File: src/rtl/alarm_adjust_ctrl.sv
// alarm_adjust_ctrl
// Adjust-mode controller for the alarm clock. Five debounced button pulses
// drive a NORMAL / ADJUST / COMMIT state machine that edits the clock time
// (handed to the timekeeper through a one-cycle load strobe) and the alarm
// time (held here). Every output comes straight from a flop.

module alarm_adjust_ctrl #(
   parameter int HOUR_MAX = 23,
   parameter int MIN_MAX  = 59
) (
   input  logic       clk,
   input  logic       rst,
   input  logic       btn_c,
   input  logic       btn_u,
   input  logic       btn_d,
   input  logic       btn_l,
   input  logic       btn_r,
   input  logic [4:0] cur_hour,
   input  logic [5:0] cur_min,
   output logic       adj_mode,
   output logic [1:0] sel,
   output logic [4:0] set_hour,
   output logic [5:0] set_min,
   output logic       set_load,
   output logic [4:0] alm_hour,
   output logic [5:0] alm_min
);

   localparam logic [4:0] HMAX = 5'(HOUR_MAX);
   localparam logic [5:0] MMAX = 6'(MIN_MAX);

   localparam logic [1:0] SEL_CLK_HOUR = 2'd0;
   localparam logic [1:0] SEL_CLK_MIN  = 2'd1;
   localparam logic [1:0] SEL_ALM_HOUR = 2'd2;
   localparam logic [1:0] SEL_ALM_MIN  = 2'd3;

   typedef enum logic [1:0] {
      NORMAL = 2'd0,
      ADJUST = 2'd1,
      COMMIT = 2'd2
   } state_t;

   state_t     state_q, state_d;
   logic [1:0] sel_d;
   logic [4:0] set_hour_d, alm_hour_d;
   logic [5:0] set_min_d, alm_min_d;

   // Hour and minute fields wrap independently; anything at or above the
   // maximum is treated as the maximum so a bad snapshot still wraps cleanly.
   function automatic logic [4:0] hour_up(input logic [4:0] v);
      return (v >= HMAX) ? 5'd0 : v + 5'd1;
   endfunction

   function automatic logic [4:0] hour_down(input logic [4:0] v);
      return (v == 5'd0 || v > HMAX) ? HMAX : v - 5'd1;
   endfunction

   function automatic logic [5:0] min_up(input logic [5:0] v);
      return (v >= MMAX) ? 6'd0 : v + 6'd1;
   endfunction

   function automatic logic [5:0] min_down(input logic [5:0] v);
      return (v == 6'd0 || v > MMAX) ? MMAX : v - 6'd1;
   endfunction

   // Next-state and next-register logic; one button action per cycle in ADJUST
   always_comb begin
      state_d    = state_q;
      sel_d      = sel;
      set_hour_d = set_hour;
      set_min_d  = set_min;
      alm_hour_d = alm_hour;
      alm_min_d  = alm_min;

      case (state_q)
         NORMAL: begin
            if (btn_c) begin
               state_d    = ADJUST;
               sel_d      = SEL_CLK_HOUR;
               set_hour_d = cur_hour;
               set_min_d  = cur_min;
            end
         end

         ADJUST: begin
            if (btn_c) begin
               state_d = COMMIT;
            end else if (btn_u) begin
               case (sel)
                  SEL_CLK_HOUR: set_hour_d = hour_up(set_hour);
                  SEL_CLK_MIN:  set_min_d  = min_up(set_min);
                  SEL_ALM_HOUR: alm_hour_d = hour_up(alm_hour);
                  default:      alm_min_d  = min_up(alm_min);
               endcase
            end else if (btn_d) begin
               case (sel)
                  SEL_CLK_HOUR: set_hour_d = hour_down(set_hour);
                  SEL_CLK_MIN:  set_min_d  = min_down(set_min);
                  SEL_ALM_HOUR: alm_hour_d = hour_down(alm_hour);
                  default:      alm_min_d  = min_down(alm_min);
               endcase
            end else if (btn_l) begin
               sel_d = sel - 2'd1;
            end else if (btn_r) begin
               sel_d = sel + 2'd1;
            end
         end

         COMMIT: begin
            state_d = NORMAL;
         end

         default: begin
            state_d = NORMAL;
         end
      endcase
   end

   // State and output registers; the mode flag and load strobe are decoded
   // from the next state so they line up with the state they describe
   always_ff @(posedge clk or negedge rst) begin
      if (!rst) begin
         state_q  <= NORMAL;
         adj_mode <= 1'b0;
         set_load <= 1'b0;
         sel      <= SEL_CLK_HOUR;
         set_hour <= 5'd0;
         set_min  <= 6'd0;
         alm_hour <= 5'd0;
         alm_min  <= 6'd0;
      end else begin
         state_q  <= state_d;
         adj_mode <= (state_d == ADJUST);
         set_load <= (state_d == COMMIT);
         sel      <= sel_d;
         set_hour <= set_hour_d;
         set_min  <= set_min_d;
         alm_hour <= alm_hour_d;
         alm_min  <= alm_min_d;
      end
   end

endmodule

File: config.mk
export PLATFORM = sky130hd
export DESIGN_NAME = alarm_adjust_ctrl
export DESIGN_NICKNAME = d
export VERILOG_FILES = /design/src/rtl/alarm_adjust_ctrl.sv
export SDC_FILE = /design/constraint.sdc
export NUM_CORES = 1
export LEC_CHECK = 0
export BUFFER_PORTS_ARGS = -buffer_cell sky130_fd_sc_hd__buf_4
export CORE_MARGIN = 2
export CORE_UTILIZATION = 61
export CTS_BUF_LIST = sky130_fd_sc_hd__clkbuf_16
export DETAILED_ROUTE_END_ITERATION = 10
export GPL_TIMING_DRIVEN = 0
export PLACE_DENSITY = 0.89
export SYNTH_ARGS = -nofsm -noshare
export SYNTH_HDL_FRONTEND = slang
export SYNTH_SLANG_ARGS = --single-unit
File: constraint.sdc
create_clock -name clk -period 2.8 [get_ports clk]
set_input_delay 0.56 -clock clk [delete_from_list [all_inputs] [get_ports clk]]
set_output_delay 0.56 -clock clk [all_outputs]
set_load 0.005 [all_outputs]
==> load_flow_metrics.sql <==
INSERT INTO impl_metrics (metric_group, metric, value, unit) VALUES
('logic_synthesis', 'synth_simple_gate_area_share', '24.4', '%'),
('timing', 'setup_violations_final', '0', ''),
('detailed_routing', 'detail_route.iter0.violations', '267', ''),
('logic_synthesis', 'yosys_warnings', '0', ''),
('logic_synthesis', 'netlist_area', '2370', 'µm²'),
('timing', 'tightestPinTransition', '0.547', 'ns'),
('cts', 'path_clk_slew', '0.08', 'ns'),
('logic_synthesis', 'async_reset_ff_share', '100', '%'),
('logic_synthesis', 'netlist.top_cell.by_area', 'sky130_fd_sc_hd__dfrtp_1', ''),
('cts', 'post-cts-setup-buffer-count', '0', ''),
('logic_synthesis', 'synthFlopType', 'sky130_fd_sc_hd__dfrtp_1', ''),
('cells_and_area', 'layout_filler_cell_count', '296', ''),
('cells_and_area', 'antennaDiodeCount', '0', ''),
('cts', 'bufs_on_longest_clock_path', '2', ''),
('worst_setup_path', 'worstSetupPathType', 'reg -> reg', ''),
('grt', 'antenna_found_initial', '0', ''),
('cts', 'clock_tree_from_tritoncts', 'done', ''),
('floorplanning', 'fp-row-count', '22', ''),
('timing', 'worst_hold_slack', '0.206', 'ns'),
('cts', 'clock_tree.htree_level_count', '1', ''),
('grt', 'first_global_vias', '2361', ''),
('logic_synthesis', 'synth_compound_gate_area_share', '28.9', '%'),
('logic_synthesis', 'synth_area_per_cell', '7.80', 'µm²'),
('cts', 'ctsResizeCount', '0', ''),
('min_path', 'worstHoldPathType', 'in -> async', ''),
('worst_setup_path', 'crit_path_max_incr_delay', '0.47', 'ns'),
('pwr', 'report.power.total', '2.71', 'mW'),
('floorplanning', 'core_area', '3690', 'µm²'),
('logic_synthesis', 'synth_seq_area_share', '29.5', '%'),
('logic_synthesis', 'main_combinational_cell_family_by_area_after_synthesis', 'compound AO/OA/AOI/OAI gates', ''),
('cells_and_area', 'multi_input_area', '1510', 'µm²'),
('cells_and_area', 'drive_above_1_share', '18.3', '%'),
('detailed_routing', 'drt_wl_total', '6.33', 'mm'),
('logic_synthesis', 'synth-adder-area-share', '7.38', '%'),
('timing', 'timing.final.hold_violations', '0', ''),
('cells_and_area', 'layout-area-overhead-vs-synth', '19.1', '%'),
('pwr', 'power.density', '960', 'nW/µm²'),
('logic_synthesis', 'netlist_top_cells_area', 'sky130_fd_sc_hd__dfrtp_1 30%, sky130_fd_sc_hd__ha_1 7.4%, sky130_fd_sc_hd__a21oi_1 4.2%, sky130_fd_sc_hd__nand2_1 4.0%, sky130_fd_sc_hd__o21ai_0 3.8%', ''),
('logic_synthesis', 'synth_enable_flop_cells', '0', ''),
('run', 'cap_violations', '0', ''),
('cts', 'ctsHoldBuffers', '0', ''),
('floorplanning', 'die-width', '66.4', 'µm'),
('detailed_routing', 'dr.pass1.iters', '5', ''),
('floorplanning', 'die_height', '66.4', 'µm'),
('logic_synthesis', 'ys_ff_latch', '28', ''),
('logic_synthesis', 'synthDominantCellAreaShare', '29.5', '%'),
('timing', 'final-max-slew-violation-count', '0', ''),
('logic_synthesis', 'synth.distinct_cells', '56', ''),
('pwr', 'vdd_ir_drop_max', '0.552', 'mV'),
('detailed_routing', 'routedWlPerCell', '15.9', 'µm'),
('timing', 'achievable-frequency', '493', 'MHz'),
('detailed_routing', 'post-route-drc-count', '0', ''),
('place', 'numPortBuffers', '42', ''),
('cts', 'cts_sinks', '28', ''),
('timing', 'slew_headroom', '63.5', '%'),
('floorplanning', 'design.portCount', '44', ''),
('run_status', 'status', 'complete, no violations', ''),
('pwr', 'static-leakage-power', '1.25', 'nW'),
('worst_setup_path', 'r2r_setup_slack', '0.77', 'ns'),
('worst_setup_path', 'critical_path_peak_fanout', '8', ''),
('cts', 'cts-buffers-inserted', '3', ''),
('logic_synthesis', 'postSynthCellCount', '304', ''),
('timing', 'fin_crit_sh', '72.4', '%'),
('logic_synthesis', 'synth.area.mux_share', '0.475', '%'),
('cts', 'clkLatencyLatePin', '0.27', 'ns'),
('cells_and_area', 'register_area', '701', 'µm²'),
('floorplanning', 'die_area', '4400', 'µm²'),
('logic_synthesis', 'postSynthNetCount', '336', ''),
('worst_setup_path', 'crit_arrival', '2.20', 'ns'),
('detailed_routing', 'route.detailed.vias_per_inst', '6.43', ''),
('grt', 'gr-total-overflow', '0', '');
placed cells by master, fill, tap and decap left out, drive strengths merged, types with 5 or more instances in the layout:
| master | Yosys | final |
|---|---|---|
| nor3b | 5 | 5 |
| buf | 11 | 53 |
| nor3 | 14 | 14 |
| nand2 | 25 | 25 |
| nor2 | 24 | 24 |
| ha | 14 | 14 |
| a31oi | 10 | 10 |
| dfrtp | 28 | 28 |
| nand3 | 16 | 16 |
| o31ai | 6 | 6 |
| inv | 17 | 17 |
| o21ai | 26 | 26 |
| clkbuf | 10 | 13 |
| nand2b | 7 | 7 |
| and2 | 5 | 5 |
| a21oi | 21 | 21 |
sequential cells by signal, indices dropped and copies added (netlist names):
| register | count |
|---|---|
| set_min | 6 |
| adj_mode | 1 |
| set_load | 1 |
| state_q | 2 |
| alm_hour | 5 |
| set_hour | 5 |
| sel | 2 |
| alm_min | 6 |
Yosys cell counts, types with 5 or more instances:
| master | number |
|---|---|
| sky130_fd_sc_hd__dfrtp_1 | 28 |
| sky130_fd_sc_hd__inv_1 | 16 |
| sky130_fd_sc_hd__a21oi_1 | 20 |
| sky130_fd_sc_hd__nor2_1 | 24 |
| sky130_fd_sc_hd__buf_2 | 9 |
| sky130_fd_sc_hd__ha_1 | 14 |
| sky130_fd_sc_hd__o21ai_0 | 18 |
| sky130_fd_sc_hd__nand3_1 | 15 |
| sky130_fd_sc_hd__and2_1 | 5 |
| sky130_fd_sc_hd__clkbuf_1 | 10 |
| sky130_fd_sc_hd__nand2b_1 | 7 |
| sky130_fd_sc_hd__nor3b_1 | 5 |
| sky130_fd_sc_hd__o31ai_1 | 6 |
| sky130_fd_sc_hd__a31oi_1 | 10 |
| sky130_fd_sc_hd__nor3_1 | 14 |
| sky130_fd_sc_hd__o21ai_1 | 7 |
| sky130_fd_sc_hd__nand2_1 | 25 |
metrics by stage:
| step | worst slack, ns | util [%] | std cells |
|---|---|---|---|
| after floorplan | 0.951 | - | 304 |
| after detailed placement | 0.786 | 74.5 | 394 |
| after global placement | 0.811 | 74.5 | 394 |
| final | 0.773 | 76.6 | 398 |
| after global routing | 0.658 | 76.6 | 398 |
| after CTS | 0.820 | 76.6 | 398 |
metal layers:
metal,routed length (µm),GRT usage (%),share of wire [%]
met4,116,12.8,1.8
met3,502,3.92,7.9
met5,0,0,0
met2,2930,49.4,46
met1,2780,40.7,44
where the power goes:
group	switching (mW)	total (mW)	internal, mW
registers	0.213	0.768	0.555
logic	0.877	1.59	0.717
clock network	0.159	0.352	0.193
final cells by class:
cell class,instances,area share [%]
flip-flops and latches,28,24.8
plain buffers,21,3.45
clock inverters,1,0.133
repair buffers,42,11.2
multi-input cells,238,53.4
inverters,17,2.26
well taps,48,2.12
clock buffers,3,2.66
logic make-up after synthesis:
kind of cell,count (synthesis)
flops,28
simple gates,113
fa+ha+maj,14
mux,1
compound gates,103
buf+inv,38
xor+xnor,7
worst paths after layout:
kind / cells after the start / to / startpoint
max: 7 / set_hour[2] / set_hour[0]
min: 1 / alm_hour[2] / rst
max reg2reg: 7 / set_hour[2] / set_hour[0]
min reg2reg: 2 / state_q[0] / state_q[1]
max in group asynchronous: 1 / sel[1] / rst
min in group clk: 2 / state_q[1] / btn_c
critical path: cells and delay by family (launching register included):
kind | cells | cell delay [ns]
buffers and inverters | 1 | 0.11
adder cells (fa/ha/maj) | 1 | 0.21
AND/OR/NAND/NOR | 1 | 0.31
flip-flops | 1 | 0.47
AO/OA/AOI/OAI | 4 | 0.83
(Power assumes the default switching activity.)
